--- src/rtl/pong_collision_scorer_pkg.sv ---
// Shared Pong definitions: bounce event codes and game_state encodings.
// ball_fsm and the score display decode these same values.
package pong_collision_scorer_pkg;

    localparam logic [1:0] BOUNCE_NONE   = 2'b00;
    localparam logic [1:0] BOUNCE_PADDLE = 2'b01;
    localparam logic [1:0] BOUNCE_WALL   = 2'b10;
    localparam logic [1:0] BOUNCE_CORNER = 2'b11;

    localparam logic [1:0] ST_IDLE  = 2'b00;
    localparam logic [1:0] ST_PLAY  = 2'b01;
    localparam logic [1:0] ST_POINT = 2'b10;
    localparam logic [1:0] ST_OVER  = 2'b11;

    // Map the paddle/wall hit flags to the bounce event code.
    function automatic logic [1:0] bounce_code(input logic paddle, input logic wall);
        logic [1:0] code;
        case ({paddle, wall})
            2'b10:   code = BOUNCE_PADDLE;
            2'b01:   code = BOUNCE_WALL;
            2'b11:   code = BOUNCE_CORNER;
            default: code = BOUNCE_NONE;
        endcase
        return code;
    endfunction

endpackage

--- src/rtl/pong_rect_overlap.sv ---
// Combinational axis-aligned rectangle overlap test.
// Rectangles are given by top-left corner plus compile-time size; the
// far-edge sums are one bit wider than the coordinates so they never wrap.
module pong_rect_overlap #(
    parameter int X_WIDTH = 10,
    parameter int Y_WIDTH = 10,
    parameter int A_W     = 8,
    parameter int A_H     = 8,
    parameter int B_W     = 8,
    parameter int B_H     = 64
) (
    input  logic [X_WIDTH-1:0] a_x,
    input  logic [Y_WIDTH-1:0] a_y,
    input  logic [X_WIDTH-1:0] b_x,
    input  logic [Y_WIDTH-1:0] b_y,
    output logic               hit
);

    logic [X_WIDTH:0] a_x_e, b_x_e, a_x_end, b_x_end;
    logic [Y_WIDTH:0] a_y_e, b_y_e, a_y_end, b_y_end;

    // Strict overlap on both axes; touching edges do not count.
    always_comb begin
        a_x_e   = {1'b0, a_x};
        b_x_e   = {1'b0, b_x};
        a_y_e   = {1'b0, a_y};
        b_y_e   = {1'b0, b_y};
        a_x_end = a_x_e + (X_WIDTH+1)'(A_W);
        b_x_end = b_x_e + (X_WIDTH+1)'(B_W);
        a_y_end = a_y_e + (Y_WIDTH+1)'(A_H);
        b_y_end = b_y_e + (Y_WIDTH+1)'(B_H);
        hit     = (a_x_e < b_x_end) && (b_x_e < a_x_end) &&
                  (a_y_e < b_y_end) && (b_y_e < a_y_end);
    end

endmodule

--- src/rtl/pong_collision_scorer.sv ---
// Pong collision detection, scoring and serve/point/game-over control.
// Evaluates ball against paddles, walls and goal lines once per frame in
// PLAY and reports a one-cycle bounce event or point award.
module pong_collision_scorer
    import pong_collision_scorer_pkg::*;
#(
    parameter int X_WIDTH     = 10,
    parameter int Y_WIDTH     = 10,
    parameter int SCREEN_X    = 640,
    parameter int SCREEN_Y    = 480,
    parameter int BALL_SIZE   = 8,
    parameter int PADDLE_W    = 8,
    parameter int PADDLE_H    = 64,
    parameter int SCORE_WIDTH = 4,
    parameter int WIN_SCORE   = 9,
    parameter int COOLDOWN    = 4
) (
    input  logic                   clock,
    input  logic                   reset,
    input  logic                   frame_tick,
    input  logic                   serve,
    input  logic [X_WIDTH-1:0]     ball_pos_x,
    input  logic [Y_WIDTH-1:0]     ball_pos_y,
    input  logic [X_WIDTH-1:0]     paddle_1_pos_x,
    input  logic [Y_WIDTH-1:0]     paddle_1_pos_y,
    input  logic [X_WIDTH-1:0]     paddle_2_pos_x,
    input  logic [Y_WIDTH-1:0]     paddle_2_pos_y,
    output logic [1:0]             bounce,
    output logic                   point_scored,
    output logic                   scorer,
    output logic [SCORE_WIDTH-1:0] score_1,
    output logic [SCORE_WIDTH-1:0] score_2,
    output logic [1:0]             game_state
);

    localparam int CD_W = (COOLDOWN < 1) ? 1 : $clog2(COOLDOWN + 1);
    localparam logic [CD_W-1:0]        CD_LOAD = CD_W'(COOLDOWN);
    localparam logic [SCORE_WIDTH-1:0] WIN     = SCORE_WIDTH'(WIN_SCORE);

    logic [1:0]             state_q, state_d;
    logic [1:0]             bounce_q, bounce_d;
    logic                   point_q, point_d;
    logic                   scorer_q, scorer_d;
    logic [SCORE_WIDTH-1:0] score_1_q, score_1_d;
    logic [SCORE_WIDTH-1:0] score_2_q, score_2_d;
    logic [CD_W-1:0]        cd_q, cd_d;

    logic                   hit_1, hit_2;
    logic                   wall, miss_left, miss_right, paddle_ok;
    logic [SCORE_WIDTH-1:0] new_score;

    pong_rect_overlap #(
        .X_WIDTH (X_WIDTH),
        .Y_WIDTH (Y_WIDTH),
        .A_W     (BALL_SIZE),
        .A_H     (BALL_SIZE),
        .B_W     (PADDLE_W),
        .B_H     (PADDLE_H)
    ) u_overlap_1 (
        .a_x (ball_pos_x),
        .a_y (ball_pos_y),
        .b_x (paddle_1_pos_x),
        .b_y (paddle_1_pos_y),
        .hit (hit_1)
    );

    pong_rect_overlap #(
        .X_WIDTH (X_WIDTH),
        .Y_WIDTH (Y_WIDTH),
        .A_W     (BALL_SIZE),
        .A_H     (BALL_SIZE),
        .B_W     (PADDLE_W),
        .B_H     (PADDLE_H)
    ) u_overlap_2 (
        .a_x (ball_pos_x),
        .a_y (ball_pos_y),
        .b_x (paddle_2_pos_x),
        .b_y (paddle_2_pos_y),
        .hit (hit_2)
    );

    // Edge detection at width+1 bits, then the next-state/score/cooldown update.
    always_comb begin
        wall       = (ball_pos_y == '0) ||
                     (({1'b0, ball_pos_y} + (Y_WIDTH+1)'(BALL_SIZE)) >= (Y_WIDTH+1)'(SCREEN_Y));
        miss_left  = (ball_pos_x == '0);
        miss_right = (({1'b0, ball_pos_x} + (X_WIDTH+1)'(BALL_SIZE)) >= (X_WIDTH+1)'(SCREEN_X));
        paddle_ok  = (hit_1 || hit_2) && (cd_q == '0);

        state_d   = state_q;
        bounce_d  = BOUNCE_NONE;
        point_d   = 1'b0;
        scorer_d  = scorer_q;
        score_1_d = score_1_q;
        score_2_d = score_2_q;
        cd_d      = cd_q;
        new_score = '0;

        if (frame_tick && (cd_q != '0)) begin
            cd_d = cd_q - 1'b1;
        end

        case (state_q)
            ST_IDLE: begin
                if (serve) state_d = ST_PLAY;
            end
            ST_PLAY: begin
                if (frame_tick) begin
                    if (miss_left || miss_right) begin
                        point_d  = 1'b1;
                        scorer_d = miss_left;
                        cd_d     = '0;
                        if (miss_left) begin
                            new_score = (score_2_q >= WIN) ? score_2_q : score_2_q + 1'b1;
                            score_2_d = new_score;
                        end else begin
                            new_score = (score_1_q >= WIN) ? score_1_q : score_1_q + 1'b1;
                            score_1_d = new_score;
                        end
                        state_d = (new_score == WIN) ? ST_OVER : ST_POINT;
                    end else begin
                        bounce_d = bounce_code(paddle_ok, wall);
                        if (paddle_ok) cd_d = CD_LOAD;
                    end
                end
            end
            ST_POINT: begin
                if (serve) state_d = ST_PLAY;
            end
            default: begin
                if (serve) begin
                    state_d   = ST_IDLE;
                    score_1_d = '0;
                    score_2_d = '0;
                end
            end
        endcase
    end

    // State registers with synchronous reset.
    always_ff @(posedge clock) begin
        if (reset) begin
            state_q   <= ST_IDLE;
            bounce_q  <= BOUNCE_NONE;
            point_q   <= 1'b0;
            scorer_q  <= 1'b0;
            score_1_q <= '0;
            score_2_q <= '0;
            cd_q      <= '0;
        end else begin
            state_q   <= state_d;
            bounce_q  <= bounce_d;
            point_q   <= point_d;
            scorer_q  <= scorer_d;
            score_1_q <= score_1_d;
            score_2_q <= score_2_d;
            cd_q      <= cd_d;
        end
    end

    assign bounce       = bounce_q;
    assign point_scored = point_q;
    assign scorer       = scorer_q;
    assign score_1      = score_1_q;
    assign score_2      = score_2_q;
    assign game_state   = state_q;

endmodule

--- config.mk ---
export PLATFORM = sky130hd
export DESIGN_NAME = pong_collision_scorer
export DESIGN_NICKNAME = d
export VERILOG_FILES = /design/src/rtl/pong_collision_scorer_pkg.sv /design/src/rtl/pong_rect_overlap.sv /design/src/rtl/pong_collision_scorer.sv
export SDC_FILE = /design/constraint.sdc
export NUM_CORES = 1
export LEC_CHECK = 0
export CELL_PAD_IN_SITES_DETAIL_PLACEMENT = 1
export CELL_PAD_IN_SITES_GLOBAL_PLACEMENT = 1
export CORE_ASPECT_RATIO = 0.7
export CORE_UTILIZATION = 39
export CTS_BUF_LIST = sky130_fd_sc_hd__clkbuf_4 sky130_fd_sc_hd__clkbuf_8
export DETAILED_ROUTE_END_ITERATION = 10
export PLACE_DENSITY_LB_ADDON = 0.1
export REMOVE_ABC_BUFFERS = 1
export SLEW_MARGIN = 30
export SYNTH_ARGS = -nofsm -noshare
export SYNTH_HDL_FRONTEND = slang
export SYNTH_HIERARCHICAL = 1
export SYNTH_SLANG_ARGS = --single-unit
--- constraint.sdc ---
create_clock -name clock -period 2.9 [get_ports clock]
set_input_delay 0.29 -clock clock [delete_from_list [all_inputs] [get_ports clock]]
set_output_delay 0.29 -clock clock [all_outputs]
set_load 0.05 [all_outputs]
==> flow_metrics.tcl <==
set metrics [dict create \
    synthArstFlopShare_pct 0 \
    synth_enable_flop_cells 0 \
    cts_tree "yes" \
    ys.flop_type "dfxtp_1" \
    max-clock-path-buffers 2 \
    synth_top_area_cell "ha_1" \
    ant_nets 0 \
    clock-root-buffer "clkbuf_8" \
    finalClockSkew_ns 0.00351 \
    area_delta_synth_final_pct 51.4 \
    cp_top_family "compound AO/OA/AOI/OAI gates" \
    criticalPathCategory "in -> reg" \
    die_w_um 117 \
    routed_via_density 5.74 \
    yosysUniqueCellTypes 62 \
    grt_max_degree 14 \
    fillers 1112 \
    hold_class "reg -> reg" \
    multiInputGateArea_um2 3270 \
    cts.clk_slew.worst_paths_ns 0.07 \
    violations "negative setup slack" \
    syn-cell-area_um2 3580 \
    drt_iter0_drc 151 \
    layout_commonest_cell "buf_4" \
    die-area_um2 9580 \
    first_global_vias 4316 \
    path_cells "clkdlybuf4s50_1 -> nand3_2 -> xor2_1 -> ha_1 -> a21o_4 -> a222oi_1 -> o21ai_1 -> nor4_2 -> o21ai_2 -> nand2_1 -> a21oi_1 -> or3_4 -> a21oi_2" \
    ys_ff_latch 17 \
    layout_common_cells "buf_4, ha_1, clkdlybuf4s50_1" \
    cts.sinks 17 \
    grt_overflow 0 \
    diodes 0 \
    yosys_warnings 6 \
    vias 4259 \
    crit_path_start_kind "input port" \
    worst_slack_ns -0.158 \
    fin_util_pct 62.4 \
    powerDensity_nw_per_um2 282 \
    antenna_found_initial 0 \
    finalCritPeriodShare_pct 105 \
    die_h_um 82.2 \
    slew_violations 0 \
    synthCells 451 \
    highest_layer "met4" \
    initial_core_util_pct 41.2 \
    tightestPinTransition_ns 0.502 \
    worst_ep_arrival_time_ns 3.25 \
    finalWeightedCongestion 0.913 \
    post-dp-hpwl_um 10600 \
    post-route-min-period_ns 3.06 \
    crit_path_end_kind "flip-flop" \
    ff2ff_setup_slack_ns 0.94 \
    worst_path_max_delay_cell "clkdlybuf4s50_1" \
    drc 0 \
    wl_per_cell_um 19.7 \
    grt_usage_pct 27.3 \
    cts_buffers 3 \
    drive_above_1_share_pct 24.8 \
    wl_um 14600 \
    htreeDepth 1 \
    finalHoldViolations 0 \
    crit_fanout 2 \
    setup_viol 3 \
    postSynthAreaPerCell_um2 7.94 \
    slew_headroom_pct 66.4 \
    num_io_pins 78 \
    core_um2 8690 \
    hold_buffers 0 \
    yosysSeqAreaShare_pct 9.50 \
    cap_violations 0 \
    firstDrtPassIters 4 \
    finalPower_mw 1.53 \
    synth.top_cell.area_share_pct 30.7 \
    status "finished with violations" \
    cpPeakStageDelay_ns 0.55 \
    rows 28 \
    ys_top_cells_by_area "ha_1, dfxtp_1, xor2_1" \
    portBuffers 77 \
    p_leak_nw 2.54 \
    seqCellArea_um2 340 \
    wl_met3_um 617 \
    cp_data_required_time_ns 3.10 \
    final_nets 775 \
    grt_pass1_wl_um 20900 \
    cp.buffers_inverters 1 \
    fmax_ghz 0.327 \
    clock_latency_ns 0.25 \
    ir_drop_v 0.000201 \
    wl_met1_um 6770 \
    dr_wl_met2_um 6990 \
]
## cell usage after synthesis, types with 7 or more instances
| master | instances |
|---|---|
| a21oi_1 | 32 |
| nand3_1 | 32 |
| nand4_1 | 16 |
| xor2_1 | 20 |
| nor3_1 | 7 |
| ha_1 | 88 |
| a31oi_1 | 7 |
| a21o_1 | 8 |
| inv_1 | 43 |
| and3_1 | 14 |
| xnor2_1 | 17 |
| nand2b_1 | 9 |
| nor2b_1 | 9 |
| o21ai_0 | 12 |
| nand2_1 | 25 |
| nor2_1 | 17 |
| dfxtp_1 | 17 |
## logic make-up (layout without fill, tap and decap cells)
family	after synthesis	count (layout)	share of synthesized area [%]
AND/OR/NAND/NOR	157	157	25.3
multiplexers	1	1	0.314
buffers and inverters	46	217	5.07
AO/OA/AOI/OAI	105	105	20.0
adder cells (fa/ha/maj)	88	88	30.7
XOR/XNOR	37	37	9.05
flip-flops	17	17	9.50
## layout make-up
cell class                 instances  area share, %
timing repair buffer             170           26.9
inverter                          43           2.98
clock buffer                       3          0.761
multi-input combinational        388           60.2
tap                              120           2.77
clock inverter                     1         0.0923
sequential                        17           6.28
## through the flow
| step | instances | setup WS, ns | hold slack [ns] | instance area [um^2] | TNS, ns |
|---|---|---|---|---|---|
| 6_report | 742 | -0.158 | 0.535 | 5420 | -0.190 |
| 5_1_grt | 742 | -0.228 | 0.545 | 5420 | -0.400 |
| 4_1_cts | 735 | 0.00118 | 0.506 | 5250 | 0 |
| 3_5_place_dp | 729 | -0.645 | 0.494 | 5110 | -1.96 |
| 3_3_place_gp | 729 | -0.532 | 0.478 | 5110 | -1.61 |
| 2_1_floorplan | 448 | 0.228 | 0.352 | 3560 | 0 |
## timing repair
action / CTS / global route
gates cloned: 0 / 1
endpoints found under the hold margin: 0 / 0
gates resized for setup: 47 / 47
setup buffers: 2 / 6
endpoints found under the setup margin: 4 / 3
pin swaps: 15 / 35
## state kept, by name, indices dropped and copies added (netlist names)
signal        flops
cd_q              3
scorer            1
score_1           4
point_scored      1
score_2           4
game_state        2
bounce            2
## worst register-to-register path: cells and delay by family (launching register included)
kind / cells / cell delay [ns]
compound gates: 4 / 0.96
flops: 1 / 0.44
fa+ha+maj: 1 / 0.20
simple gates: 1 / 0.17
buf+inv: 1 / 0.12
## per-layer routing
metal	vias up	global-route usage, %
met4	0	1.65
met3	20	1.75
met2	129	50.4
met5	-	0
met1	2086	36.7
li1	2024	-
## final timing paths
path	from	endpoint	depth (start not counted)
worst max-delay path	paddle_1_pos_x[8]	cd_q[2]	13
worst min-delay path	cd_q[1]	cd_q[1]	2
worst max register to register	score_1[1]	game_state[0]	7
worst min register to register	cd_q[1]	cd_q[1]	2
## report_power, final
part | internal (mW) | total, mW | switching [mW]
combinational | 0.499 | 1.06 | 0.556
sequential | 0.261 | 0.291 | 0.0298
clock | 0.0954 | 0.181 | 0.0860
Power figures use the tool's default switching activity.
